## src/rtl/arb_mux_pkg.sv

```systemverilog
// ----------------------------------------------------------------
// arb_mux_pkg : shared constants and helpers for the arbitrated mux
// Rev 1.0
// ----------------------------------------------------------------
`default_nettype none

package arb_mux_pkg;

  localparam int ARB_FIXED = 0;
  localparam int ARB_RR    = 1;

  // A single channel still needs a 1-bit index port.
  function automatic int sel_width(input int n);
    return (n > 1) ? $clog2(n) : 1;
  endfunction

endpackage

`default_nettype wire

```

## src/rtl/rr_arbiter.sv

```systemverilog
// ----------------------------------------------------------------
// rr_arbiter : fixed-priority / round-robin grant with pointer register
// Rev 1.0
// ----------------------------------------------------------------
`default_nettype none

module rr_arbiter
  import arb_mux_pkg::*;
#(
  parameter int NCH  = 4,
  parameter int MODE = ARB_RR,
  localparam int SELW = sel_width(NCH)
) (
  input  logic            clk,
  input  logic            rst_n,
  input  logic [NCH-1:0]  req,
  input  logic            advance,
  output logic [NCH-1:0]  grant,
  output logic [SELW-1:0] grant_idx
);

  logic [SELW-1:0] r_ptr;
  logic [SELW-1:0] w_base;
  logic [SELW:0]   w_cand;
  logic [SELW:0]   w_next;
  logic            w_found;

  // Fixed-priority mode is round-robin with the search base pinned at 0.
  assign w_base = (MODE == ARB_RR) ? r_ptr : '0;

  always_comb begin
    grant     = '0;
    grant_idx = '0;
    w_found   = 1'b0;
    w_cand    = '0;
    for (int k = 0; k < NCH; k++) begin
      w_cand = {1'b0, w_base} + (SELW+1)'(k);
      if (w_cand >= (SELW+1)'(NCH))
        w_cand = w_cand - (SELW+1)'(NCH);
      if (!w_found && req[w_cand[SELW-1:0]]) begin
        w_found   = 1'b1;
        grant_idx = w_cand[SELW-1:0];
      end
    end
    if (w_found)
      grant[grant_idx] = 1'b1;
  end

  assign w_next = {1'b0, grant_idx} + (SELW+1)'(1);

  always_ff @(posedge clk) begin
    if (!rst_n)
      r_ptr <= '0;
    else if (advance && (MODE == ARB_RR))
      r_ptr <= (w_next >= (SELW+1)'(NCH)) ? '0 : w_next[SELW-1:0];
  end

endmodule

`default_nettype wire

```

## src/rtl/arb_mux.sv

```systemverilog
// ----------------------------------------------------------------
// arb_mux : N-channel valid/ready arbitrated mux, one output register
// Rev 1.0
// ----------------------------------------------------------------
`default_nettype none

module arb_mux
  import arb_mux_pkg::*;
#(
  parameter int W    = 32,
  parameter int NCH  = 4,
  parameter int MODE = ARB_RR,
  localparam int SELW = sel_width(NCH)
) (
  input  logic             clk,
  input  logic             rst_n,
  input  logic [NCH-1:0]   in_valid,
  input  logic [NCH*W-1:0] in_data,
  output logic [NCH-1:0]   in_ready,
  output logic             out_valid,
  output logic [W-1:0]     out_data,
  output logic [SELW-1:0]  out_sel,
  input  logic             out_ready
);

  logic [NCH-1:0]  w_grant;
  logic [SELW-1:0] w_grant_idx;
  logic            w_load;
  logic            w_xfer;
  logic [W-1:0]    w_data;

  logic            r_valid;
  logic [W-1:0]    r_data;
  logic [SELW-1:0] r_sel;

  rr_arbiter #(
    .NCH  (NCH),
    .MODE (MODE)
  ) u_arb (
    .clk       (clk),
    .rst_n     (rst_n),
    .req       (in_valid),
    .advance   (w_xfer),
    .grant     (w_grant),
    .grant_idx (w_grant_idx)
  );

  assign w_load = !r_valid || out_ready;

  // Reset suppresses in_ready so no requester sees a phantom accept.
  assign in_ready = (rst_n && w_load) ? w_grant : '0;
  assign w_xfer   = |in_ready;

  always_comb begin
    w_data = '0;
    for (int i = 0; i < NCH; i++)
      if (w_grant[i])
        w_data = w_data | in_data[i*W +: W];
  end

  always_ff @(posedge clk) begin
    if (!rst_n) begin
      r_valid <= 1'b0;
      r_data  <= '0;
      r_sel   <= '0;
    end else if (w_xfer) begin
      r_valid <= 1'b1;
      r_data  <= w_data;
      r_sel   <= w_grant_idx;
    end else if (out_ready) begin
      r_valid <= 1'b0;
    end
  end

  assign out_valid = r_valid;
  assign out_data  = r_data;
  assign out_sel   = r_sel;

endmodule

`default_nettype wire

```

## config.mk

```make
export PLATFORM = sky130hd
export DESIGN_NAME = arb_mux
export DESIGN_NICKNAME = d
export VERILOG_FILES = /design/src/rtl/arb_mux_pkg.sv /design/src/rtl/rr_arbiter.sv /design/src/rtl/arb_mux.sv
export SDC_FILE = /design/constraint.sdc
export NUM_CORES = 1
export LEC_CHECK = 0
export ABC_AREA = 0
export CAP_MARGIN = 10
export CORE_UTILIZATION = 36
export DETAILED_ROUTE_END_ITERATION = 10
export MAX_ROUTING_LAYER = met4
export PLACE_DENSITY = 0.87
export SLEW_MARGIN = 40
export SYNTH_ARGS = -nofsm -noshare
export SYNTH_HDL_FRONTEND = slang
export SYNTH_HIERARCHICAL = 1
export SYNTH_SLANG_ARGS = --single-unit
export TNS_END_PERCENT = 100
```

## constraint.sdc

```tcl
create_clock -name clk -period 4.7 [get_ports clk]
set_clock_uncertainty 0.05 [all_clocks]
set_input_delay 0.47 -clock clk [delete_from_list [all_inputs] [get_ports clk]]
set_output_delay 0.47 -clock clk [all_outputs]
set_load 0.03 [all_outputs]
```

==> flow_metrics.env <==
export IMPL_ys_top_cells_by_area="dfxtp_1 (34%), a22oi_1 (22%), a311oi_1 (13%)"
export IMPL_stdcell_area_mm2=0.00404
export IMPL_worst_pin_slew_ns=0.729
export IMPL_antenna_left=0
export IMPL_clk_path_buf_depth=2
export IMPL_vias_per_cell=5.89
export IMPL_drtPass1Iterations=4
export IMPL_area_sequential_um2=741
export IMPL_fmax_mhz=269
export IMPL_drive_above_1_share_pct=7.50
export IMPL_wire_per_inst_um=17.4
export IMPL_cts_hold_buf=0
export IMPL_cts_resized=0
export IMPL_cts_setup_buffers=0
export IMPL_cp_arrival_ns=3.19
export IMPL_yosysTopAreaCellShare_pct=33.7
export IMPL_htreeDepth=2
export IMPL_design_die_area_mm2=0.00643
export IMPL_most_common_layout_cells="clkdlybuf4s50_1 (173), a22oi_1 (64), dfxtp_1 (37), a31oi_1 (32), a311oi_1 (32)"
export IMPL_synth_seq_cells=37
export IMPL_portBuffers=173
export IMPL_hold_viol_final=0
export IMPL_period_needed_ns=3.71
export IMPL_insertion_delay_ns=0.27
export IMPL_path_clk_slew_ns=0.06
export IMPL_route_detailed_drc=0
export IMPL_crit_required_ns=4.18
export IMPL_cp_max_fo=17
export IMPL_ir_worst_vdd_uv=186
export IMPL_nFillCells=475
export IMPL_grt_pass1_wl_um=12200
export IMPL_cts_made_buffers=5
export IMPL_period_share_pct=79.0
export IMPL_first_iter_violations=180
export IMPL_synthCells=244
export IMPL_finalNonFillerCells=475
export IMPL_ys_seq_area_share_pct=33.7
export IMPL_grt_pass1_vias=2600
export IMPL_coreArea_mm2=0.00592
export IMPL_gp_congestion=0.807
export IMPL_die_h_um=80.2
export IMPL_whs_ns=0.448
export IMPL_critical_path_class="in2out"
export IMPL_area_growth_pct=83.3
export IMPL_ys_warn_count=6
export IMPL_vias=2797
export IMPL_grt_max_degree=38
export IMPL_nets=539
export IMPL_diodes=0
export IMPL_power_density_mw_per_mm2=327
export IMPL_final_common_cell="clkdlybuf4s50_1"
export IMPL_placed_area_mm2=0.00395
export IMPL_multi_input_area_mm2=0.00128
export IMPL_synth_cell_types=29
export IMPL_synth_largest_area_cell="dfxtp_1"
export IMPL_synth_nets=383
export IMPL_grtUsageTotal_pct=25.1
export IMPL_cts_root_buf="clkbuf_8"
export IMPL_slew_violations=0
export IMPL_hpwl_um=5990
export IMPL_antenna_found_initial=0
export IMPL_routed_wl_um=8250
export IMPL_syn_area_mm2=0.00220
export IMPL_overflow=0
export IMPL_cts_tree="built"
export IMPL_grt_setup_unrepaired="no"
export IMPL_p_leak_nw=1.37
export IMPL_setup_viol=0
export IMPL_status="complete, no violations"
export IMPL_dieWidth_um=80.2
export IMPL_cts_sinks=37
export IMPL_max_cap_violations=0
export IMPL_place_inst=468
export IMPL_avgSynthCellArea_um2=9.02
export IMPL_start_kind="input pin"
export IMPL_endpoint_kind="output port"
export IMPL_hp_class="reg2reg"
export IMPL_relSlewSlack_pct=51.2
export IMPL_num_io_pins=174
export IMPL_start_util_pct=37.2
export IMPL_rows=28
export IMPL_fin_tns_setup_ns=0
-- sequential cells by signal, summed over array words and instances (netlist names) --
signal / count
out_data: 32
out_sel: 2
out_valid: 1
u_arb/r_ptr: 2
-- final timing paths --
check / start / to / slack, ns / cells after the start
max reg2reg: u_arb/r_ptr[1] / out_data[23] / 1.50 / 10
max: in_valid[0] / in_ready[2] / 0.99 / 8
min reg2reg: out_sel[0] / out_sel[0] / 0.45 / 2
min: out_sel[0] / out_sel[0] / 0.45 / 2
-- final cells by class --
cell class | count | area share, %
Multi-Input combinational cell | 168 | 31.8
Inverter | 4 | 0.372
Tap cell | 75 | 2.33
Sequential cell | 37 | 18.4
Timing Repair Buffer | 184 | 45.0
Clock buffer | 7 | 2.14
-- synth_stat cells (all sizes together) --
cell and count:
or4 1, and3 4, o21a 1, a21oi 7
a311oi 32, nor3 2, nand2b 2, o22a 1
a22oi 64, nor4 2, ha 4, o31ai 2
o21ai 1, clkbuf 22, inv 4, buf 13
nor2b 6, mux2i 2, nand2 1, a31oi 32
dfxtp 37, nand4 2, nor2 2
-- metal layers --
layer	wire (um)	up-vias	GRT usage [%]
met5	0	-	-
met1	3150	1273	27.7
li1	-	1332	-
met3	794	18	5.11
met4	182	0	8.39
met2	4130	174	44.8
-- per-stage QoR --
stage | power, mW | setup WS (ns) | util (%)
floorplan | 0.825 | 2.02 | -
global placement | 1.10 | 1.09 | 66.7
detailed placement | 1.11 | 0.987 | 66.7
CTS | 1.33 | 0.982 | 68.2
global route | 1.40 | 0.851 | 68.2
finish | 1.32 | 0.989 | 68.2
-- where the power goes --
part,internal [mW],switching (mW),total (mW)
Combinational,0.329,0.376,0.706
Clock,0.116,0.0991,0.215
Sequential,0.370,0.0303,0.400
Total,0.816,0.506,1.32
-- critical path, cell delays in order --
cell	delay (ns)
clkdlybuf4s50_1	0.50
a21oi_2	0.19
o21a_1	0.14
o22a_2	0.19
ha_1	0.15
nor2b_2	0.61
and3_1	0.26
clkdlybuf4s50_1	0.68
-- logic make-up after synthesis --
family                   synth area share (%)
AO/OA/AOI/OAI                            47.3
buffers and inverters                    8.64
flip-flops                               33.7
AND/OR/NAND/NOR                          7.22
adder cells (fa/ha/maj)                  2.27
multiplexers                            0.910
Note: power is estimated with default switching activity, not from simulation.
==> RTL change (same settings) <==
Change the parameter `W` from 32 to 16.
--- a/src/rtl/arb_mux.sv
+++ b/src/rtl/arb_mux.sv
@@ -7,7 +7,7 @@
 module arb_mux
   import arb_mux_pkg::*;
 #(
-  parameter int W    = 32,
+  parameter int W    = 16,
   parameter int NCH  = 4,
   parameter int MODE = ARB_RR,
   localparam int SELW = sel_width(NCH)
Interface: changed (resized in_data and out_data); port bits go from 174 to 94. The function was not compared with the original's and may differ.
==> RTL change against the unedited design <==
Clock power shrank 43%. Worst setup slack gained 0.065 ns. Sequential share of layout area shrank 0.23 points. Routed wire length shrank 44%. Final area shrank 43%. Register-to-register slack gained 0.16 ns. Sequential cell count shrank 16. Cell count shrank 41%. Total power shrank 43%. Synthesized area shrank 40%. Maximum frequency grew 1.8%. Critical path type unchanged. Largest cell class unchanged. Largest power group unchanged.
==> RTL change: results (changes against the unedited design) <==
INFO  metric synth_nets = 221 (-42%)
INFO  metric cts_htree_levels = 1 (-1)
INFO  metric worstHoldEndpoint = out_sel[1]$_SDFFE_PN0P_
INFO  metric wire_length_of_the_first_global_routing_pass = 7.569 mm (-38%)
INFO  metric largest_register_ff_count = 16 (-50%)
INFO  metric synth.mux.area_fraction = 1.508% (+0.60 points)
INFO  metric status = finished clean
INFO  metric cellLeakagePower = 0.8076 nW (-41%)
INFO  metric crit-reg2reg-capture = out_data[11]$_SDFFE_PN0P_
INFO  metric fin_worst_hold_slack = 0.4254 ns (-0.02229 ns)
INFO  metric grtUsageTotal = 25.31% (+0.22 points)
INFO  metric routed_wl = 4.628 mm (-44%)
INFO  metric synth-async-reset-ratio = 0% (unchanged)
INFO  metric yosys.area_share.adder = 3.770% (+1.5 points)
INFO  metric cts_buffers = 3 (-2)
INFO  metric placed_cells_incl_taps = 275 (-41%)
INFO  metric reg2regPathDepth = 11 (+1)
INFO  metric post_detailed_placement_half_perimeter_wirelength = 3.295 mm (-45%)
INFO  metric layout-drive-gt1-share = 9.013% (+1.5 points)
INFO  metric grt_max_degree = 24 (-37%)
INFO  metric synth-seq-area-share = 31.67% (-2.0 points)
INFO  metric max-vdd-ir-drop = 0.1947 mV (+4.8%)
INFO  metric initialDrtViolationCount = 134 (-26%)
INFO  metric routed_via_density = 5.849 (-0.66%)
INFO  metric clk_pin_slew = 0.08 ns (+0.02 ns)
INFO  metric vias_in_the_first_global_route = 1551 (-40%)
INFO  metric yosys-top-cells-area = sky130_fd_sc_hd__dfxtp_1 32%, sky130_fd_sc_hd__a22oi_1 18%, sky130_fd_sc_hd__a311oi_1 11%
INFO  metric synth_compound_gate_area_share = 42.22% (-5.1 points)
INFO  metric critical_path.max_stage_delay = 0.67 ns
INFO  metric max-slew-margin-rel = 54.20% (+3.0 points)
INFO  metric fillCellCount = 290 (-39%)
INFO  metric synth_top_cells_by_count = 32 x sky130_fd_sc_hd__a22oi_1, 21 x sky130_fd_sc_hd__dfxtp_1, 16 x sky130_fd_sc_hd__a311oi_1, 16 x sky130_fd_sc_hd__a31oi_1, 10 x sky130_fd_sc_hd__clkbuf_1
INFO  metric nNetsFinal = 309 (-43%)
INFO  metric r2r_slack = 1.66 ns (+0.16 ns)
INFO  metric crit_path_max_fanout = 8 (-9)
RTL change: per-stage QoR:
stage                     setup WS [ns]  utilization (%)  cell area [sq um]
after floorplan                   2.026                -               1328
after global placement            1.156            65.98               2271
after detailed placement          1.078            65.98               2271
after CTS                         1.071            67.32               2317
after global routing             0.9053            67.39               2320
final                             1.054            67.39               2320
RTL change: cell type report:
cell class,count,area [sq um],share of cell area (%)
clock inverter,1,5.005,0.2158
tap,46,57.56,2.481
clock buffer,3,41.29,1.780
timing repair buffer,100,983.4,42.39
inverter,4,15.01,0.6473
sequential,21,420.4,18.12
multi-input combinational,104,797.0,34.36
RTL change: routing by layer:
| layer | vias up | wire, microns | global-route usage [%] |
|---|---|---|---|
| met5 | - | 0 | - |
| met1 | 751 | 1882 | 30.21 |
| met2 | 90 | 2218 | 40.22 |
| li1 | 776 | - | - |
| met3 | 15 | 413 | 6.569 |
| met4 | 0 | 114 | 10.47 |
RTL change: how the worst max path moves through the flow:
stage               slack (ns)  cells past startpoint                        to                   startpoint
finish                    1.05                      9               in_ready[0]                  in_valid[0]
global placement          1.16                      9               in_ready[0]                  in_valid[0]
global route              0.91                     10               in_ready[2]                  in_valid[0]
detailed placement        1.08                     10               in_ready[2]                  in_valid[0]
CTS                       1.07                     10               in_ready[2]                  in_valid[0]
floorplan                 2.03                     12  out_data[0]$_SDFFE_PN0P_  u_arb/r_ptr[1]$_SDFFE_PN0P_
RTL change: cell families after synthesis:
group	Yosys count
AOI/OAI and AO/OA	76
adders and majority gates	4
buffers and inverters	21
DFF	21
muxes	2
and+or+nand+nor	22
RTL change: power breakdown:
part           switching (mW)  internal, mW  total, mW
logic                   0.214         0.189      0.403
clock network          0.0641        0.0593      0.123
registers              0.0176         0.209      0.227
